===== config.mk =====
export PLATFORM = sky130hd
export DESIGN_NAME = buffer_circ_var
export DESIGN_NICKNAME = d
export VERILOG_FILES = /design/src/rtl/buffer_circ_pkg.sv /design/src/rtl/buffer_circ_ptr.sv /design/src/rtl/buffer_circ_var.sv
export SDC_FILE = /design/constraint.sdc
export NUM_CORES = 1
export LEC_CHECK = 0
export ABC_AREA = 1
export CORE_ASPECT_RATIO = 1.25
export CORE_MARGIN = 2
export CORE_UTILIZATION = 40
export CTS_BUF_LIST = sky130_fd_sc_hd__clkbuf_4 sky130_fd_sc_hd__clkbuf_8 sky130_fd_sc_hd__clkbuf_16
export CTS_CLUSTER_DIAMETER = 200
export DETAILED_ROUTE_END_ITERATION = 6
export PLACE_DENSITY = 0.69
export REMOVE_ABC_BUFFERS = 1
export SYNTH_ARGS = -nofsm -noshare
export SYNTH_HDL_FRONTEND = slang
export SYNTH_SLANG_ARGS = --single-unit

===== constraint.sdc =====
create_clock -name clk -period 4.7 [get_ports clk]
set_input_delay 0.94 -clock clk [delete_from_list [all_inputs] [get_ports clk]]
set_output_delay 0.94 -clock clk [all_outputs]
set_load 0.05 [all_outputs]

===== src/rtl/buffer_circ_pkg.sv =====
// Width helpers and shared types for the variable-ratio circular buffer.
package buffer_circ_pkg;

  // Wide unsigned type for lane counts and occupancy arithmetic, so that
  // comparisons between differently sized fields never truncate.
  typedef logic [15:0] lane_cnt_t;

  // Bits needed to hold values 0..n inclusive.
  function automatic int cnt_w(input int n);
    return (n < 1) ? 1 : $clog2(n + 1);
  endfunction

  // Bits needed to index 0..depth-1.
  function automatic int ptr_w(input int depth);
    return (depth <= 1) ? 1 : $clog2(depth);
  endfunction

endpackage


===== src/rtl/buffer_circ_ptr.sv =====
// Modulo-DEPTH pointer advance. Because a step never exceeds DEPTH, the sum
// is below 2*DEPTH, so a single conditional subtract replaces the modulo.
module buffer_circ_ptr
  import buffer_circ_pkg::*;
#(
  parameter int DEPTH    = 9,
  parameter int MAX_STEP = 4
) (
  input  logic [ptr_w(DEPTH)-1:0]    ptr,
  input  logic [cnt_w(MAX_STEP)-1:0] step,
  output logic [ptr_w(DEPTH)-1:0]    ptr_next
);

  localparam int PW = ptr_w(DEPTH);

  lane_cnt_t sum;

  // Add the step and fold back into 0..DEPTH-1.
  always_comb begin
    sum = lane_cnt_t'(ptr) + lane_cnt_t'(step);
    if (sum >= lane_cnt_t'(DEPTH)) sum = sum - lane_cnt_t'(DEPTH);
    ptr_next = PW'(sum);
  end

endmodule


===== src/rtl/buffer_circ_var.sv =====
// Circular FIFO with variable-width write (1..PAR_WRITE words) and read
// (1..PAR_READ words) per cycle, arbitrary depth, registered read data.
// Acceptance is decided from the occupancy before the edge; there is no
// bypass between the write and read sides within one cycle.
module buffer_circ_var
  import buffer_circ_pkg::*;
#(
  parameter int SIZE      = 16,
  parameter int DEPTH     = 9,
  parameter int PAR_WRITE = 4,
  parameter int PAR_READ  = 2,
  parameter int AFULL_TH  = DEPTH - 2
) (
  input  logic                           clk,
  input  logic                           rst,
  input  logic                           wen,
  input  logic [cnt_w(PAR_WRITE)-1:0]    wcnt,
  input  logic [PAR_WRITE*SIZE-1:0]      din,
  input  logic                           ren,
  input  logic [cnt_w(PAR_READ)-1:0]     rcnt,
  output logic [PAR_READ*SIZE-1:0]       dout,
  output logic                           valid,
  output logic [cnt_w(PAR_READ)-1:0]     vcnt,
  output logic                           ready,
  output logic                           full,
  output logic                           empty,
  output logic                           almost_full,
  output logic [cnt_w(DEPTH)-1:0]        count,
  output logic                           wr_err,
  output logic                           rd_err
);

  localparam int CW       = cnt_w(DEPTH);
  localparam int PW       = ptr_w(DEPTH);
  localparam int MAX_STEP = (PAR_WRITE > PAR_READ) ? PAR_WRITE : PAR_READ;
  localparam int SW       = cnt_w(MAX_STEP);

  logic [SIZE-1:0] mem [DEPTH];

  logic [PW-1:0] wptr, rptr, wptr_nxt, rptr_nxt;
  logic [SW-1:0] wstep, rstep;
  logic [PW-1:0] waddr [PAR_WRITE];
  logic [PW-1:0] raddr [PAR_READ];
  logic [PAR_READ*SIZE-1:0] rd_data;

  lane_cnt_t occ, free, wc, rc, acc_w, acc_r;
  logic      wr_req, rd_req, wr_acc, rd_acc;

  assign occ  = lane_cnt_t'(count);
  assign free = lane_cnt_t'(DEPTH) - occ;
  assign wc   = lane_cnt_t'(wcnt);
  assign rc   = lane_cnt_t'(rcnt);

  assign full        = (occ == lane_cnt_t'(DEPTH));
  assign empty       = (occ == '0);
  assign almost_full = (occ >= lane_cnt_t'(AFULL_TH));
  assign ready       = (free >= lane_cnt_t'(PAR_WRITE));

  // All-or-nothing acceptance against pre-edge occupancy; out-of-range
  // counts are treated as rejected requests.
  always_comb begin
    wr_req = wen && (wcnt != '0);
    rd_req = ren && (rcnt != '0);
    wr_acc = wr_req && (wc <= lane_cnt_t'(PAR_WRITE)) && (wc <= free);
    rd_acc = rd_req && (rc <= lane_cnt_t'(PAR_READ)) && (rc <= occ);
    acc_w  = wr_acc ? wc : '0;
    acc_r  = rd_acc ? rc : '0;
    wstep  = SW'(acc_w);
    rstep  = SW'(acc_r);
  end

  buffer_circ_ptr #(.DEPTH(DEPTH), .MAX_STEP(MAX_STEP)) u_wptr (
    .ptr      (wptr),
    .step     (wstep),
    .ptr_next (wptr_nxt)
  );

  buffer_circ_ptr #(.DEPTH(DEPTH), .MAX_STEP(MAX_STEP)) u_rptr (
    .ptr      (rptr),
    .step     (rstep),
    .ptr_next (rptr_nxt)
  );

  // Per-lane addresses; lane offsets are below DEPTH so one subtract wraps.
  always_comb begin
    lane_cnt_t t;
    t = '0;
    for (int i = 0; i < PAR_WRITE; i++) begin
      t = lane_cnt_t'(wptr) + lane_cnt_t'(i);
      if (t >= lane_cnt_t'(DEPTH)) t = t - lane_cnt_t'(DEPTH);
      waddr[i] = PW'(t);
    end
    for (int i = 0; i < PAR_READ; i++) begin
      t = lane_cnt_t'(rptr) + lane_cnt_t'(i);
      if (t >= lane_cnt_t'(DEPTH)) t = t - lane_cnt_t'(DEPTH);
      raddr[i] = PW'(t);
    end
  end

  // Gather the requested read lanes; lanes beyond rcnt stay zero.
  always_comb begin
    rd_data = '0;
    for (int i = 0; i < PAR_READ; i++) begin
      if (lane_cnt_t'(i) < rc) rd_data[i*SIZE +: SIZE] = mem[raddr[i]];
    end
  end

  // Storage write; contents need no reset since occupancy gates every read.
  always_ff @(posedge clk) begin
    if (wr_acc) begin
      for (int i = 0; i < PAR_WRITE; i++) begin
        if (lane_cnt_t'(i) < wc) mem[waddr[i]] <= din[i*SIZE +: SIZE];
      end
    end
  end

  // Pointers, occupancy and error pulses.
  always_ff @(posedge clk or posedge rst) begin
    if (rst) begin
      wptr   <= '0;
      rptr   <= '0;
      count  <= '0;
      wr_err <= 1'b0;
      rd_err <= 1'b0;
    end else begin
      wptr   <= wptr_nxt;
      rptr   <= rptr_nxt;
      count  <= CW'(occ + acc_w - acc_r);
      wr_err <= wr_req && !wr_acc;
      rd_err <= rd_req && !rd_acc;
    end
  end

  // Registered read port; dout holds its value when no read is accepted.
  always_ff @(posedge clk or posedge rst) begin
    if (rst) begin
      dout  <= '0;
      valid <= 1'b0;
      vcnt  <= '0;
    end else begin
      valid <= rd_acc;
      if (rd_acc) begin
        dout <= rd_data;
        vcnt <= rcnt;
      end else begin
        vcnt <= '0;
      end
    end
  end

endmodule


==> flow_metrics.py, run 1 <==
metrics = {
    "outcome": {
        "status": "finished with violations",
        "violations": "DRC",
    },
    "cells_and_area": {
        "area_delta_synth_final_pct": 13.74,
        "antenna_cells": 0,
        "final_cell_mix": "nand2_1 (1,016), nand3_1 (532), nor2_1 (160)",
        "final_nets": 2721,
        "nFillCells": 4143,
        "final_area_sq_mm": 0.01871,
        "seqCellArea_sq_mm": 0.005550,
        "mostFrequentLayoutCell": "nand2_1",
        "layout-drive-gt1-share_pct": 7.942,
        "multiInputGateArea_sq_mm": 0.009346,
        "fin_util_pct": 45.85,
        "finalNonFillerCells": 3171,
    },
    "placed_design": {
        "globalplace.congestion": 1.035,
        "place_worst_setup_slack_ps": 462.6,
        "io_buffers": 117,
        "dpl_cell_area_sq_mm": 0.01813,
        "numPlacedInstances": 3139,
        "hpwl_mm": 52.24,
    },
    "detailed_routing": {
        "drc": 1,
        "vias_per_cell": 5.787,
        "dr.pass1.iters": 7,
        "ant_nets": 0,
        "vias": 18350,
        "wl_mm": 73.22,
        "wire_per_inst_um": 23.09,
        "first_iter_violations": 3043,
    },
    "sta": {
        "period_minus_slack_ps": 3821,
        "finalCritPeriodShare_pct": 81.29,
        "rsz0062_at_grt": "no",
        "holdWs_ps": 484.1,
        "fmax_mhz": 261.7,
        "max_slew.worst_pin.slew_ps": 1228,
        "fin_skew_ps": 17.88,
        "worst_slack_ps": 879.5,
        "hold_viol": 0,
        "timing.slew.headroom_pct": 17.89,
        "setup-tns-final_ps": 0,
        "slew_violations": 0,
        "setup_viol": 0,
    },
    "yosys": {
        "ys_types": 40,
        "synth_xor_area_share_pct": 1.004,
        "syn_area_sq_mm": 0.01645,
        "syn_inst": 2569,
        "synth_compound_area_share_pct": 4.030,
        "synth_mux_area_share_pct": 0,
        "synth_top_family_by_area": "simple AND/OR/NAND/NOR gates",
        "synthSimpleGateAreaFrac_pct": 48.37,
        "avgSynthCellArea_sq_um": 6.405,
        "yosysTopAreaCellShare_pct": 26.28,
        "ys_top_cells_by_area": "edfxtp_1 (26%), nand2_1 (23%), nand3_1 (16%)",
        "synth_fa_ha_area_share_pct": 3.376,
        "yosysTopAreaCell": "edfxtp_1",
        "ys_seq_area_share_pct": 33.73,
        "synth_warnings": 0,
        "ys_seq_elements": 193,
    },
    "run": {
        "maxCapViolations": 0,
    },
    "floorplanning": {
        "core_area_sq_mm": 0.04081,
        "dieWidth_um": 185.4,
        "initial_core_util_pct": 40.31,
        "dieArea_sq_mm": 0.04278,
        "placementRows": 83,
        "ios": 118,
        "chipHeight_um": 230.8,
    },
    "power": {
        "seqPwrFrac_pct": 21.9,
        "pwr-share-comb_pct": 67.8,
        "internal_power_mw": 6.255,
        "p_sw_share_pct": 56.96,
        "vdd_drop_max_v": 0.0006256,
        "clock_power_share_pct": 10.3,
        "p_leak_nw": 8.831,
        "switching_power_mw": 8.279,
        "powerDensity_mw_per_mm2": 776.6,
        "power_mw": 14.53,
    },
    "critical_path": {
        "required_ps": 4920,
        "crit_top_cell": "nand2_1",
        "cp.arrival_ps": 4040,
        "cp_num_buf_inv": 3,
        "crit_family": "simple AND/OR/NAND/NOR gates",
        "critPathKind": "flip-flop to flip-flop",
        "crit_chain": "inv_1, ha_1, nor2_1, nand3_1, nand2_1, nand3_1, nand2_2, nor2_4, nand3_2, clkinv_1, buf_4, nand2_1, nand3_1, nand2_1, nand2_1",
        "worstSetupEndpointType": "flip-flop",
        "crit_slowest_cell": "dfrtp_1",
        "cpPeakStageDelay_ps": 590,
        "cp_max_fo": 20,
        "startpoint_type": "flip-flop",
    },
    "min_path": {
        "min_path_type": "flip-flop to flip-flop",
    },
    "global_routing": {
        "grt_pass1_vias": 16580,
        "antenna_found_initial": 1,
        "grt_pass1_wl_mm": 108.6,
        "grt_usage_pct": 34.24,
        "grt_max_degree": 70,
        "grt_overflow": 0,
    },
    "clock_tree": {
        "cts.reportedPaths.clkPinSlew_ps": 80,
        "root_buffer": "clkbuf_16",
        "cts_tree": "yes",
        "cts_buffer_depth": 2,
        "numCtsBuffers": 17,
        "cts.sinks": 193,
        "hold_buffers": 0,
        "htree_levels": 4,
        "clock_latency_ps": 470,
        "cts.repair.resized": 0,
        "post_cts_buffers": 0,
    },
}
-- sequential cells by signal, summed over array words and instances, names as in the netlist --
register / count
mem: 144
dout: 32
count: 4
rptr: 4
wptr: 4
vcnt: 2
rd_err: 1
valid: 1
wr_err: 1
-- routing by layer --
metal  global-route usage [%]  share of wire [%]  vias up
met5                        0              0.018        -
li1                         -                  -     8417
met3                    7.588                 12      236
met1                    47.23                 40     8374
met4                    13.84                4.4        2
met2                    51.80                 44     1320
-- Yosys cell counts (all sizes together) --
cell type,n
clkbuf,88
nor4,1
a21oi,34
o211ai,22
nand2,1037
clkinv,7
nor3,6
or2,5
o31ai,1
nand3,546
o21ai,54
nand4,55
xor2,9
nand3b,4
o21bai,1
buf,92
fa,4
nor2,175
edfxtp,144
a31o,1
dfrtp,49
ha,38
xnor2,9
inv,187
-- kinds of logic (layout without fill, tap and decap cells) --
group	Yosys count	after routing
buffers and inverters	374	424
XOR/XNOR	18	18
adder cells (fa/ha/maj)	42	42
flip-flops	193	193
AO/OA/AOI/OAI	113	113
AND/OR/NAND/NOR	1829	1829
-- worst paths after layout --
check / slack [ps] / to / depth (start not counted) / start
setup / recovery: 880 / mem[7][14] / 15 / wptr[1]
min in group asynchronous: 970 / rptr[2] / 3 / rst
max in group asynchronous: 3250 / dout[26] / 3 / rst
hold reg to reg: 480 / dout[13] / 2 / dout[13]
setup reg to reg: 880 / mem[7][14] / 15 / wptr[1]
hold / removal: 480 / dout[13] / 2 / dout[13]
-- power by group through the flow --
stage                     combinational, mW  sequential [mW]  clock, mW
final                                  9.86             3.18       1.50
after detailed placement               9.55             3.19          0
after global placement                 9.42             3.19          0
after global routing                   10.6             3.23       1.56
after floorplan                        5.73             3.48          0
after CTS                              9.59             3.16       1.51
-- layout make-up --
cell class	count	area share [%]
multi-input cells	2002	49.94
flip-flops and latches	193	29.66
repair buffers	198	9.708
inverters	194	3.891
well taps	552	3.691
clock buffers	18	2.313
clock inverters	14	0.7956
-- worst register-to-register path, cell delays in order (launching register included) --
cell and delay [ps]:
dfrtp_1 590, inv_1 140, ha_1 460, nor2_1 250, nand3_1 110, nand2_1 90, nand3_1 80, nand2_2 400
nor2_4 150, nand3_2 320, clkinv_1 360, buf_4 270, nand2_1 60, nand3_1 80, nand2_1 140, nand2_1 70
No activity file was read; power rests on OpenSTA's default activity.
==> run 2: changes to the inputs <==
clock period = 3.6 ns   (was 4.7 ns; I/O delays follow)
==> run 2 against run 1 <==
  * The run still ends with DRC left
  * Clock skew barely moved
  * Final cell count increased by 2.0%
  * Register-to-register slack lost 580 ps
  * Count of clock-buffer cells in the layout stayed put
  * Combinational power grew 36%
  * Sequential share of layout area decreased by 1.0 points
  * Routed wire length shrank 2.8%
  * Non-clock buffer count is 64 higher
  * Critical path depth is 3 higher
  * Maximum frequency rose by 16%
  * Final area up 3.6%
==> flow_metrics.py, run 2 (synthesized netlist as in run 1, its figures left out) <==
metrics = {
    "min_path": {
        "hp-start": "dout[11]",
        "worstHoldEndpoint": "dout[11]",
        "min_path_type": "flip-flop to flip-flop",
        "worstHoldPathCells": 2,
    },
    "detailed_routing": {
        "vias_per_cell": 5.682,
        "first_iter_violations": 2920,
        "vias": 18380,
        "drc": 2,
        "wire_per_inst_um": 22.00,
        "dr.pass1.iters": 7,
        "wl_mm": 71.16,
        "ant_nets": 0,
    },
    "floorplanning": {
        "chipHeight_um": 230.8,
        "placementRows": 83,
        "core_area_sq_mm": 0.04081,
        "dieArea_sq_mm": 0.04278,
        "initial_core_util_pct": 40.31,
        "ios": 118,
        "dieWidth_um": 185.4,
    },
    "critical_path": {
        "required_ps": 3980,
        "startpoint_type": "flip-flop",
        "worstReg2RegEnd": "wptr[2]",
        "reg2reg_slack_ps": 300,
        "cp_max_fo": 5,
        "worstSetupEndpointType": "flip-flop",
        "reg2reg_depth": 18,
        "critPathKind": "flip-flop to flip-flop",
        "startpoint": "count[1]",
        "cp.arrival_ps": 3680,
        "r2r_start": "count[1]",
    },
    "clock_tree": {
        "cts_buffer_depth": 2,
        "clock_latency_ps": 460,
        "root_buffer": "clkbuf_16",
        "htree_levels": 4,
        "cts.reportedPaths.clkPinSlew_ps": 80,
        "cts.sinks": 193,
        "numCtsBuffers": 17,
        "cts_tree": "yes",
    },
    "global_routing": {
        "grt_max_degree": 70,
        "antenna_found_initial": 0,
        "grt_usage_pct": 33.41,
        "grt_overflow": 0,
        "grt_pass1_vias": 16640,
        "grt_pass1_wl_mm": 106.2,
    },
    "sta": {
        "period_minus_slack_ps": 3302,
        "setup_viol": 0,
        "rsz0062_at_grt": "no",
        "hold_viol": 0,
        "fmax_mhz": 302.8,
        "holdWs_ps": 479.1,
        "slew_violations": 0,
        "finalCritPeriodShare_pct": 91.73,
        "fin_skew_ps": 17.92,
        "max_slew.worst_pin.slew_ps": 1121,
        "timing.slew.headroom_pct": 24.80,
    },
    "placed_design": {
        "io_buffers": 117,
        "hpwl_mm": 52.93,
        "globalplace.congestion": 1.018,
    },
    "cells_and_area": {
        "mostFrequentLayoutCell": "nand2_1",
        "final_cell_mix": "nand2_1 (1,016), nand3_1 (532), nor2_1 (159)",
        "fin_util_pct": 47.51,
        "area_delta_synth_final_pct": 17.85,
        "antenna_cells": 0,
        "largest_reg_flops": 144,
        "layout-drive-gt1-share_pct": 10.25,
        "final_nets": 2785,
    },
    "outcome": {
        "violations": "DRC",
        "status": "finished with violations",
    },
    "power": {
        "p_leak_nw": 9.195,
        "vdd_drop_max_v": 0.001074,
        "power_mw": 19.34,
        "powerDensity_mw_per_mm2": 997.2,
    },
    "run": {
        "maxCapViolations": 0,
    },
}
==> run 2: stage by stage <==
stage                     TNS, ps  cells  instance area, sq um  setup WS [ps]
after floorplan            -38480   2389                 15620         -732.9
after global placement     -33.27   3199                 18800         -33.27
after detailed placement   -247.5   3199                 18800         -119.6
after CTS                       0   3231                 19350          131.0
after global routing            0   3235                 19390          18.17
final                           0   3235                 19390          297.8
==> run 2: worst max-delay path, stage by stage (launching register included) <==
cell        delay, ps
dfrtp_2           390
clkinvlp_4        140
ha_1              330
inv_1              50
ha_1              260
inv_1              50
nor2_1             90
nor2_1             50
nand2_1            80
nand2_1           100
nor2_2            120
ha_1              170
inv_1              50
fa_1              510
ha_1              230
o21ai_1           130
nand2_1           140
nand2_1           110
xor2_1            200
==> run 2: report_power, final <==
part	internal (mW)	switching (mW)
Clock	0.915	0.964
Combinational	4.06	9.31
Sequential	3.50	0.588
Total	8.47	10.9
==> run 2: layout make-up <==
| class | instances | area (sq um) |
|---|---|---|
| tap | 552 | 690.7 |
| clock buffer | 18 | 432.9 |
| fill | 4143 | 21420 |
| timing repair buffer | 262 | 2510 |
| inverter | 194 | 732.0 |
| clock inverter | 14 | 122.6 |
| sequential | 193 | 5553 |
| multi-input combinational | 2002 | 9349 |
==> run 2: per-layer routing <==
layer  vias up  global-route usage, %  share of wire [%]
met1      8412                  46.83                 41
met3       179                  7.525                 11
met5         -                      0                  0
met4         0                  10.94                3.7
li1       8569                      -                  -
met2      1220                  50.78                 44
==> run 2: timing repair <==
action,in CTS,in global routing
hold buffers,0,0
gates resized for setup,0,5
setup endpoints to repair,0,4
hold endpoints to repair,0,0
setup buffers,0,4
==> run 2: worst max path at each step <==
stage	slack, ps	to	cells past startpoint
after global routing	20	wptr[2]	20
after detailed placement	-120	wptr[2]	17
after global placement	-30	rptr[0]	17
after floorplan	-730	rptr[2]	17
final	300	wptr[2]	18
after CTS	130	wptr[2]	18
==> RTL edit 1 (flow settings as in run 1) <==
Reset style: synchronous (`rst`), changed in 2 clocked blocks.
--- a/src/rtl/buffer_circ_var.sv
+++ b/src/rtl/buffer_circ_var.sv
@@ -117,3 +117,3 @@
   // Pointers, occupancy and error pulses.
-  always_ff @(posedge clk or posedge rst) begin
+  always_ff @(posedge clk) begin
     if (rst) begin
@@ -134,3 +134,3 @@
   // Registered read port; dout holds its value when no read is accepted.
-  always_ff @(posedge clk or posedge rst) begin
+  always_ff @(posedge clk) begin
     if (rst) begin
Check against the original RTL: differs if rst is asserted again (counterexample within 4 cycles, from zero or initial values and one cycle with rst high); with rst held inactive, the same outputs for 4 cycles.
==> RTL edit 1 against run 1 <==
  * Sequential cell count unchanged
  * Utilization decreased by 0.17 points
  * Synthesized area decreased by 0.77%
  * Die area decreased by 0.75%
  * Critical path depth decreased by 5
  * Final area decreased by 1.8%
  * Wire length decreased by 9.5%
  * Non-clock buffer count decreased by 6
  * Worst setup slack got worse by 0.076 ns
  * Total power decreased by 31%
  * Combinational power decreased by 38%
  * Final cell count decreased by 0.57%
==> RTL edit 1: results (changes against run 1) <==
Synthesis
  – Most numerous cell types in the synthesized netlist: 1024 x nand2_1, 415 x nand3_1, 187 x inv_1, 162 x nor2_1, 144 x edfxtp_1
  – Async set-or-reset flop fraction in the synthesized netlist: 0% (-25 points)
  – Fraction of the mapped netlist area in compound gates: 6.897% (+2.9 points)
  – Synth top area cells: edfxtp_1 26%, nand2_1 24%, nand3_1 13%
  – Post-synthesis sequential area ratio: 32.49% (-1.2 points)
  – Number of standard cells after synthesis: 2567 (-0.078%)
  – Unique cell type count in the Yosys netlist: 42 (+5.0%)
  – Synthesized-area fraction occupied by xor and xnor cells: 1.050% (+0.046 points)
  – Arithmetic-cell share of the synthesized area counting full adders, half adders and majority gates: 3.326% (-0.051 points)

Setup path
  – Arrival time worst endpoint: 4.03 ns (about the same)
  – Startpoint of the worst register-to-register path: wptr[1]
  – Worst R2R Setup Slack: 0.80 ns (-0.08 ns)
  – Endpoint of the worst register-to-register path: mem[1][0]
  – Number of cells traversed by the worst register-to-register path: 10 (-5)
  – Maximum fanout along the worst path: 21 (+5.0%)

GRT
  – Maximum number of pins on one net before global-route repair: 49 (-30%)
  – Global-route usage over all layers: 31.13% (-3.1 points)
  – Number of global-route vias before repair: 16390 (-1.2%)
  – Global-route wire length before repair: 99880 µm (-8.0%)

Power
  – LEAKAGE: 8.530 nW (-3.4%)
  – P_clk: 1.38 mW (-8%)
  – Overall Power: 10.05 mW (-31%)
  – Sw Ratio: 52.04% (-4.9 points)
  – Maximum ir drop on the vdd rail: 0.3937 mV (-37%)
  – Combinational power share: 60.7% (-7.1 points)

Final layout
  – Final non-filler cell area: 18370 µm² (-1.8%)
  – Final net count: 2708 (-0.48%)
  – Layout cell share with drive strength beyond 1: 7.365% (-0.58 points)
  – Fillcell total: 4095 (-1.2%)
  – Flip-flop count of the largest register after layout: 144 (unchanged)

Placed design
  – Post-Place Worst Slack: 0.4942 ns (+0.03164 ns)
  – Placer congestion estimate: 1.032 (-0.23%)
  – Final HPWL from detailed placement: 48200 µm (-7.7%)
  – Cell count after placement: 3121 (-0.57%)

Min path
  – HP Start: dout[22]
  – Min-delay worst type: flop to flop
  – Capture endpoint of the worst hold path: dout[22]

Detailed routing
  – Average wire per standard cell: 21.01 µm (-9.0%)
  – 1st-iter DRT viols: 2649 (-13%)
  – Post-detailed-routing wire length: 66250 µm (-9.5%)
  – Via count normalized by instance count: 5.655 (-2.3%)

Clock network
  – Setup bufs post-CTS: 0 (unchanged)
  – Clock latency on the worst-skew pair: 0.46 ns

STA
  – Slew headroom: 38.22% (+20 points)
  – Minimum hold slack: 0.4512 ns (-0.03290 ns)
  – Clock skew after layout: 0.01956 ns (+0.001682 ns)

Outcome
  – Run status: completed
[RTL edit 1: area by class of cell]
cell class | count | share of cell area (%)
Clock inverter | 11 | 0.4631
Sequential cell | 193 | 28.88
Clock buffer | 21 | 2.479
Timing Repair Buffer | 192 | 9.508
Multi-Input combinational cell | 1992 | 50.91
Inverter | 198 | 4.045
Tap cell | 546 | 3.719
[RTL edit 1: metal layers]
metal | wire length, µm | up-vias | global-route usage (%)
met3 | 7570 | 194 | 5.369
met2 | 29580 | 1138 | 48.78
met4 | 3188 | 0 | 14.14
li1 | - | 8354 | -
met1 | 25910 | 8144 | 41.84
met5 | 0 | - | 0
[RTL edit 1: cells by family (layout without fill, tap and decap cells)]
group,after synthesis,count (layout)
XOR/XNOR,17,17
AO/OA/AOI/OAI,201,201
AND/OR/NAND/NOR,1733,1733
flip-flops,193,193
buffers and inverters,382,422
adder cells (fa/ha/maj),41,41
[RTL edit 1: worst max-delay path, cell delays in order (launching register included)]
cell and delay (ns):
dfxtp_1 0.32, inv_1 0.26, ha_1 0.48, nor2_1 0.25, nand3_1 0.12, nand2_2 0.12
nand2_4 0.08, o21ai_2 0.71, nand3_2 0.62, nand3_1 0.26, buf_4 0.31
[RTL edit 1: worst max-delay path by stage]
stage | to | startpoint | slack [ns] | cells after the start
finish | mem[1][0] | wptr[1] | 0.80 | 10
detailed placement | wptr[2] | wcnt[0] | 0.49 | 19
CTS | mem[1][0] | wptr[1] | 0.88 | 10
floorplan | mem[7][0] | count[1] | 0.55 | 12
global route | wptr[2] | wcnt[0] | 0.55 | 19
global placement | wptr[2] | wcnt[0] | 0.61 | 19
==> RTL edit 2 (flow settings as in run 1) <==
Without the edit above. `PAR_READ`: 2 -> 1.
--- a/src/rtl/buffer_circ_var.sv
+++ b/src/rtl/buffer_circ_var.sv
@@ -10,3 +10,3 @@
   parameter int PAR_WRITE = 4,
-  parameter int PAR_READ  = 2,
+  parameter int PAR_READ  = 1,
   parameter int AFULL_TH  = DEPTH - 2
Ports: changed (resized dout, rcnt and vcnt); port bits go from 118 to 100. The function was not compared with the original's and may differ.
==> RTL edit 2 against run 1 <==
  * Utilization up 0.19 points
  * Sequential cell count fell by 17
  * Total power shrank 10%
  * Worst setup slack got worse by 0.24 ns
  * Sequential share of layout area fell by 0.55 points
  * Sequential power down 15%
  * Wire length fell by 12%
  * Synthesized area decreased by 5.7%
  * Critical path depth decreased by 3
  * Final cell count fell by 5.6%
  * Final area down 5.9%
  * Hold slack improved by 0.046 ns
  * Largest cell class unchanged
  * Largest power group unchanged
==> RTL edit 2: results (changes against run 1) <==
Setup path
  – Arrival time worst endpoint: 4.18 ns (+0.14 ns)
  – Maximum fanout along the worst path: 16 (-20%)
  – Endpoint of the worst register-to-register path: mem[2][11]
  – Worst R2R Setup Slack: 0.64 ns (-0.24 ns)
  – Longest individual stage delay on the worst path: 0.64 ns (+0.05 ns)
  – Startpoint of the worst register-to-register path: wptr[1]
  – Number of cells traversed by the worst register-to-register path: 12 (-3)

Power
  – Net switching component of the power: 7.456 mW (-9.9%)
  – LEAKAGE: 8.918 nW (+0.99%)
  – Maximum ir drop on the vdd rail: 0.5985 mV (-4.3%)

Min path
  – Min-delay worst type: flop to flop
  – Capture endpoint of the worst hold path: dout[8]
  – HP Start: dout[8]

Synthesis
  – Post-synthesis sequential area ratio: 33.02% (-0.71 points)
  – Number of synthesized flops with an enable pin: 144 (unchanged)
  – Unique cell type count in the Yosys netlist: 37 (-7.5%)
  – Most numerous cell types in the synthesized netlist: 960 x nand2_1, 455 x nand3_1, 319 x inv_1, 144 x edfxtp_1, 123 x nor2_1
  – Async set-or-reset flop fraction in the synthesized netlist: 18.18% (-7.2 points)
  – Synth top area cells: edfxtp_1 28%, nand2_1 23%, nand3_1 15%

Final layout
  – Final net count: 2599 (-4.5%)
  – Fillcell total: 3930 (-5.1%)
  – Layout cell share with drive strength beyond 1: 7.554% (-0.39 points)

Placed design
  – Placer congestion estimate: 0.9559 (-7.6%)
  – Placed instance area: 17020 µm² (-6.1%)
  – Count of buffers from port buffering: 99 (-15%)
  – Final HPWL from detailed placement: 42420 µm (-19%)

GRT
  – Number of global-route vias before repair: 16020 (-3.4%)
  – Global-route wire length before repair: 97010 µm (-11%)
  – Maximum number of pins on one net before global-route repair: 66 (-5.7%)
  – Global-route usage over all layers: 31.62% (-2.6 points)
  – Antenna violations before repair: 0 (-1)

Outcome
  – Run status: completed

STA
  – Slew headroom: 26.79% (+8.9 points)
  – Slew Viols, Final: 0 (unchanged)
  – Clock skew after layout: 0.02013 ns (+0.002252 ns)

Detailed routing
  – 1st-iter DRT viols: 2265 (-26%)
  – Post-detailed-routing wire length: 64560 µm (-12%)
  – Router iterations before antenna repair: 5 (-2)
  – Detailed-route via count: 17120 (-6.7%)

Clock network
  – Num CTS Buffers: 17 (unchanged)
==> RTL edit 2: changes by cell type after synthesis, sizes merged, moves of 17 or more <==
cell / before / now
inv: 187 / 329
nand3: 546 / 462
nand2: 1037 / 990
nor2: 175 / 139
clkbuf: 88 / 56
o21ai: 54 / 22
buf: 92 / 119
o211ai: 22 / 1
dfrtp: 49 / 32
nand4: 55 / 72
==> RTL edit 2: cell families after synthesis <==
family / after synthesis / synth area share, %
xor gates and xnor gates: 17 / 0.9594
adders and majority gates: 38 / 3.160
AOI/OAI and AO/OA: 57 / 2.177
and+or+nand+nor: 1668 / 46.87
buffers and inverters: 512 / 13.81
DFF: 176 / 33.02
==> RTL edit 2: area by class of cell <==
cell class / instances / share of cell area (%)
timing repair buffer: 177 / 9.524
multi-input combinational: 1780 / 47.38
tap: 492 / 3.497
antenna: 1 / 0.01421
inverter: 337 / 7.185
clock buffer: 19 / 2.502
sequential: 176 / 29.11
clock inverter: 13 / 0.7889
==> RTL edit 2: through the flow <==
step                      cells  util (%)  TNS (ns)  worst slack, ns  hold WS [ns]
after floorplan            2293         -    -4.117          -0.1120        0.5290
after global placement     2962     44.52         0           0.6954        0.5117
after detailed placement   2962     44.52         0           0.6476        0.5105
after CTS                  2994     46.03         0           0.6464        0.5385
after global routing       2994     46.03         0           0.4414        0.5646
final                      2995     46.04         0           0.6377        0.5306
==> RTL edit 2: worst reg2reg max path: stages (launching register included) <==
cell	delay (ns)
dfrtp_1	0.64
inv_1	0.34
ha_1	0.55
nor2_1	0.25
nand3_1	0.15
nand2_4	0.10
nand2_4	0.08
nand2_1	0.08
nand2_2	0.10
nor2_4	0.49
nand2_2	0.39
o2111ai_2	0.19
buf_4	0.35
==> RTL edit 2: power by group through the flow <==
stage / clock (mW) / sequential (mW) / combinational, mW
after floorplan: 0 / 3.00 / 4.83
after global placement: 0 / 2.72 / 8.40
after detailed placement: 0 / 2.74 / 8.51
after CTS: 1.49 / 2.71 / 8.54
after global routing: 1.54 / 2.76 / 9.36
final: 1.49 / 2.71 / 8.82
==> RTL edit 2: per-layer routing <==
layer  vias to the layer above  global-route usage, %  wire length (µm)
met5                         -                      0                 0
met4                         0                  21.96              5044
met3                       304                  5.635              7506
met2                      1248                  49.62             28360
met1                      7744                  39.57             23650
li1                       7820                      -                 -
==> RTL edit 2: worst max path at each step <==
stage / slack, ns / to / depth (start not counted)
floorplan: -0.11 / mem[1][0] / 12
global placement: 0.70 / wptr[2] / 17
detailed placement: 0.65 / wptr[2] / 19
CTS: 0.65 / mem[2][11] / 12
global route: 0.44 / mem[2][11] / 15
finish: 0.64 / mem[2][11] / 12
